**src/rtl/decoders_pipe_if.sv**
```systemverilog
// Handshake bundle for the registered one-hot decoder stage.
// The master side is the environment; the slave side is the stage itself.
interface decoders_pipe_if #(
   parameter int AW = 2
);
   localparam int OW = 1 << AW;

   logic          in_valid;
   logic          in_ready;
   logic [AW-1:0] A;
   logic          en;
   logic          scan_mode;
   logic          out_valid;
   logic          out_ready;
   logic [OW-1:0] Y;

   modport master (
      output in_valid, A, en, scan_mode, out_ready,
      input  in_ready, out_valid, Y
   );

   modport slave (
      input  in_valid, A, en, scan_mode, out_ready,
      output in_ready, out_valid, Y
   );
endinterface

```
**src/rtl/decoders_pipe.sv**
```systemverilog
// Registered binary-to-one-hot decoder behind a valid/ready stage with a
// one-entry skid, plus a walking-one scan source for one-hot consumer tests.
module decoders_pipe #(
   parameter int AW = 2
) (
   input  logic            clk,
   input  logic            rst_n,
   decoders_pipe_if.slave  bus
);
   localparam int OW = 2 ** AW;

   typedef enum logic [1:0] {S_EMPTY, S_ONE, S_TWO} occ_e;

   occ_e          state_q, state_d;
   logic [OW-1:0] y_q, y_d;
   logic [OW-1:0] skid_q, skid_d;
   logic          out_valid_q, out_valid_d;
   logic          rdy_q, rdy_d;
   logic [AW-1:0] scan_cnt_q, scan_cnt_d;

   logic          acc;
   logic          xfer;
   logic [AW-1:0] sel;
   logic          sel_en;
   logic [OW-1:0] beat;

   // rdy_q only reflects skid occupancy, so out_ready never reaches in_ready.
   assign bus.in_ready  = rdy_q & ~bus.scan_mode;
   assign bus.out_valid = out_valid_q;
   assign bus.Y         = y_q;

   always_comb begin
      // In scan mode the generator is the source and offers whenever there is room.
      acc    = rdy_q & (bus.scan_mode | bus.in_valid);
      xfer   = out_valid_q & bus.out_ready;
      sel    = bus.scan_mode ? scan_cnt_q : bus.A;
      sel_en = bus.scan_mode | bus.en;
      beat      = '0;
      beat[sel] = sel_en;

      state_d = state_q;
      y_d     = y_q;
      skid_d  = skid_q;

      case (state_q)
         S_EMPTY: begin
            if (acc) begin
               y_d     = beat;
               state_d = S_ONE;
            end
         end
         S_ONE: begin
            if (acc && xfer) begin
               y_d = beat;
            end else if (acc) begin
               skid_d  = beat;
               state_d = S_TWO;
            end else if (xfer) begin
               state_d = S_EMPTY;
            end
         end
         S_TWO: begin
            if (xfer) begin
               y_d     = skid_q;
               state_d = S_ONE;
            end
         end
         default: state_d = S_EMPTY;
      endcase

      out_valid_d = (state_d != S_EMPTY);
      rdy_d       = (state_d != S_TWO);

      if (!bus.scan_mode)
         scan_cnt_d = '0;
      else if (acc)
         scan_cnt_d = scan_cnt_q + AW'(1);
      else
         scan_cnt_d = scan_cnt_q;
   end

   always_ff @(posedge clk or negedge rst_n) begin
      if (!rst_n) begin
         state_q     <= S_EMPTY;
         y_q         <= '0;
         skid_q      <= '0;
         out_valid_q <= 1'b0;
         rdy_q       <= 1'b0;
         scan_cnt_q  <= '0;
      end else begin
         state_q     <= state_d;
         y_q         <= y_d;
         skid_q      <= skid_d;
         out_valid_q <= out_valid_d;
         rdy_q       <= rdy_d;
         scan_cnt_q  <= scan_cnt_d;
      end
   end
endmodule

```
**src/flat_wrapper.sv**
```systemverilog
// flat-port wrapper written by rule: the top's interface ports become plain ports
module decoders_pipe_flat 
#(
   parameter int AW = 2
)
  (clk, rst_n, bus_in_valid, bus_A, bus_en, bus_scan_mode, bus_out_ready, bus_in_ready, bus_out_valid, bus_Y);
  decoders_pipe_if #(.AW(AW)) bus_i ();
  input  logic clk;
  input  logic rst_n;
  input wire logic [$bits(bus_i.in_valid)-1:0] bus_in_valid;
  input wire logic [$bits(bus_i.A)-1:0] bus_A;
  input wire logic [$bits(bus_i.en)-1:0] bus_en;
  input wire logic [$bits(bus_i.scan_mode)-1:0] bus_scan_mode;
  input wire logic [$bits(bus_i.out_ready)-1:0] bus_out_ready;
  output wire logic [$bits(bus_i.in_ready)-1:0] bus_in_ready;
  output wire logic [$bits(bus_i.out_valid)-1:0] bus_out_valid;
  output wire logic [$bits(bus_i.Y)-1:0] bus_Y;
  assign bus_i.in_valid = bus_in_valid;
  assign bus_i.A = bus_A;
  assign bus_i.en = bus_en;
  assign bus_i.scan_mode = bus_scan_mode;
  assign bus_i.out_ready = bus_out_ready;
  assign bus_in_ready = bus_i.in_ready;
  assign bus_out_valid = bus_i.out_valid;
  assign bus_Y = bus_i.Y;
  decoders_pipe #(.AW(AW)) u_core (.clk(clk), .rst_n(rst_n), .bus(bus_i));
endmodule
```
**config.mk**
```make
export PLATFORM = sky130hd
export DESIGN_NAME = decoders_pipe_flat
export DESIGN_NICKNAME = d
export VERILOG_FILES = /design/src/rtl/decoders_pipe_if.sv /design/src/rtl/decoders_pipe.sv /design/src/flat_wrapper.sv
export SDC_FILE = /design/constraint.sdc
export NUM_CORES = 1
export LEC_CHECK = 0
export ABC_AREA = 1
export CAP_MARGIN = 15
export CELL_PAD_IN_SITES_DETAIL_PLACEMENT = 0
export CELL_PAD_IN_SITES_GLOBAL_PLACEMENT = 1
export CORE_AREA = 2 2 53 55
export DETAILED_ROUTE_END_ITERATION = 7
export DIE_AREA = 0 0 55 57
export GPL_ROUTABILITY_DRIVEN = 1
export PLACE_DENSITY_LB_ADDON = 0.1
export SYNTH_ARGS = -nofsm -noshare
export SYNTH_HDL_FRONTEND = slang
export SYNTH_SLANG_ARGS = --single-unit
```
**constraint.sdc**
```tcl
create_clock -name clk -period 2.05 [get_ports clk]
set_input_delay 0.3075 -clock clk [delete_from_list [all_inputs] [get_ports clk]]
set_output_delay 0.3075 -clock clk [all_outputs]
set_load 0.01 [all_outputs]
```
==> results.md <==
* Reg-to-Reg Start: u_core.state_q[0]$_DFF_PN0_
* Initial drt markers at 11
* Leakage power at 0.000475 uW
* Die height at 57 um
* Crit-path cells: clkdlybuf4s50_1, nor2_1, clkdlybuf4s50_1
* TritonCTS clock tree: yes
* Core area at 2620 um^2
* Slowest cell on the critical path: clkdlybuf4s50_1
* Mapped Area at 729 um^2
* Vias per cell at 4.35
* DRC viols at 0
* Num CTS Buffers at 3
* R2R depth at 6
* H-tree levels at 1
* HPWL Detailed at 1140 um
* Finished Core Util at 35.4%
* Row cnt at 19
* CTS clk-pin slew, worst paths at 0.08 ns
* Antenna diode count at 0
* CP arrival at 1.38 ns
* Max-Slew Margin vs Limit at 85.6%
* Via Count at 614
* Worst VDD drop at 538 uV
* Unique masters post-synth at 16
* Initial Util at 27.9%
* Place WS at 0.351 ns
* Initial antenna violation count at 0
* Most Frequent Cell on Critical Path: clkdlybuf4s50_1
* Hold Fails Final Rpt at 0
* Synth-to-Final Area Change at 26.8%
* IO Pins at 14
* Clk root buf: clkbuf_4
* Antenna-violating nets left at 0
* Latest clock arrival within the worst-skew pair at 0.27 ns
* GR Overflow Total at 0
* Setup ws final at 0.367 ns
* RSZ-0062 raised after global routing: false
* Power Density at 1160 nW/um^2
* Hold buffers post-CTS at 0
* Mean post-synth cell area at 7.84 um^2
* Syn Inst Count at 93
* CP Launch Type: primary input
* Die area at 3140 um^2
* Max Clk Rate at 0.594 GHz
* Critical path class: primary input to output pin
* Net Count, Synth at 101
* Top-area cell type share of the netlist area at 48.0%
* # clock sinks at 14
* Post-CTS Setup Bufs at 0
* Max Cap Viol at 0
* Critical Path Max Stage Delay at 0.54 ns
* Worst Skew at 0.00119 ns
* Worst Path Required at 1.74 ns
* Nets at 120
* Worst slew pin tran at 0.216 ns
* Final WL at 1520 um
* Warnings from Yosys at 0
* Vias in the first global route at 605
* Tot Pwr at 1070 uW
* Wire length per cell at 10.8 um
* GPL Wtd Cong at 0.744
* Outcome: finished, final reports clean
* Register area share after synthesis at 48.0%
* Fraction of layout cells with a size suffix above 1 at 12.7%
* Critical Path Start: bus_scan_mode
* Setup violators final at 0
* Leading area contributor after synthesis: dfrtp_1
* CP Capture Type: output pin
* DR pass1 iterations at 4
* CP max FO at 2
* Setup TNS at 0 ns
* FF+latch count, synth at 14
* Final slew viol count at 0
* Fill cell count at 292
* Synth area leaders: dfrtp_1 48%, nand2_1 20%, nand3_1 5.5%
* Final Critical Period at 1.68 ns
* Maximum clock path buffer count at 2
* GRT Resource Usage Total at 11.7%
* Hold WC Path Type: primary input to asynchronous set/reset pin
* Largest net degree at the start of global routing at 15
* Port Buf Inserts at 13
* Hold Worst Slack at 0.336 ns
* Die Wd at 55 um
* Cts repair resizes at 0
* First-pass GRT wire length at 2670 um
* Final period util at 82.1%
==> where the power goes <==
group | switching, uW | total, uW | internal (uW)
registers | 68.0 | 446 | 378
logic | 265 | 471 | 206
clock network | 87.5 | 155 | 68.0
total | 421 | 1070 | 652
==> critical path, delay by kind of cell <==
family                 cells  cell delay, ns
AND/OR/NAND/NOR            1            0.10
buffers and inverters      2            0.96
==> path summary, 6_finish.rpt <==
path | to | slack [ns]
min in group clk | u_core.bus.Y[2]$_DFFE_PN0P_ | 0.48
hold reg to reg | u_core.bus.Y[2]$_DFFE_PN0P_ | 0.48
setup / recovery | bus_in_ready | 0.37
setup reg to reg | u_core.bus.Y[0]$_DFFE_PN0P_ | 0.87
hold / removal | u_core.skid_q[3]$_DFFE_PN0P_ | 0.34
max in group asynchronous | u_core.skid_q[1]$_DFFE_PN0P_ | 1.54
==> metrics by stage <==
stage | std cells | cell area [um^2]
3_5_place_dp | 138 | 902
2_1_floorplan | 93 | 729
6_report | 141 | 925
5_1_grt | 141 | 925
4_1_cts | 141 | 925
3_3_place_gp | 138 | 902
==> cells by family after synthesis <==
group,share of synthesized area (%)
and+or+nand+nor,37.9
DFF,48.0
buffers and inverters,7.72
AOI/OAI and AO/OA,6.35
==> registers in the layout, indices dropped and copies added (netlist names) <==
name                  count
u_core.state_q            2
u_core.bus.Y              4
u_core.skid_q             4
u_core.bus.out_valid      1
u_core.scan_cnt_q         2
u_core.rdy_q              1
==> synthesized netlist by cell type <==
cell,n
buf_6,1
nor2_4,3
nor2_1,1
dfrtp_1,14
nand2_1,38
or2_0,1
nand3_1,8
or2_1,4
a21oi_1,1
nor2_2,2
o21ai_0,5
a22o_1,1
inv_2,3
inv_1,9
o31ai_1,1
nand4_2,1
==> area by class of cell <==
cell class | instances | area [um^2] | share of cell area [%]
multi-input cells | 66 | 323 | 34.9
inverters | 12 | 45.0 | 4.87
clock buffers | 3 | 22.5 | 2.44
flip-flops and latches | 14 | 350 | 37.9
well taps | 31 | 38.8 | 4.19
repair buffers | 15 | 145 | 15.7
==> layer usage <==
| metal | wire length (um) | track usage [%] | vias to the layer above |
|---|---|---|---|
| met5 | 0 | 0 | - |
| met4 | 17 | 4.18 | 0 |
| met3 | 58 | 3.93 | 2 |
| met2 | 733 | 17.5 | 9 |
| met1 | 707 | 15.6 | 277 |
| li1 | - | - | 326 |
==> placed cells by master, fill, tap and decap left out, drive strengths merged <==
cell           count
nor2               6
clkbuf             3
nand3              8
clkdlybuf4s50     13
buf                2
o31ai              1
or2                5
nand2             38
dfrtp             14
inv               12
a21oi              1
a22o               1
nand4              1
o21ai              5
Power figures use the tool's default switching activity.
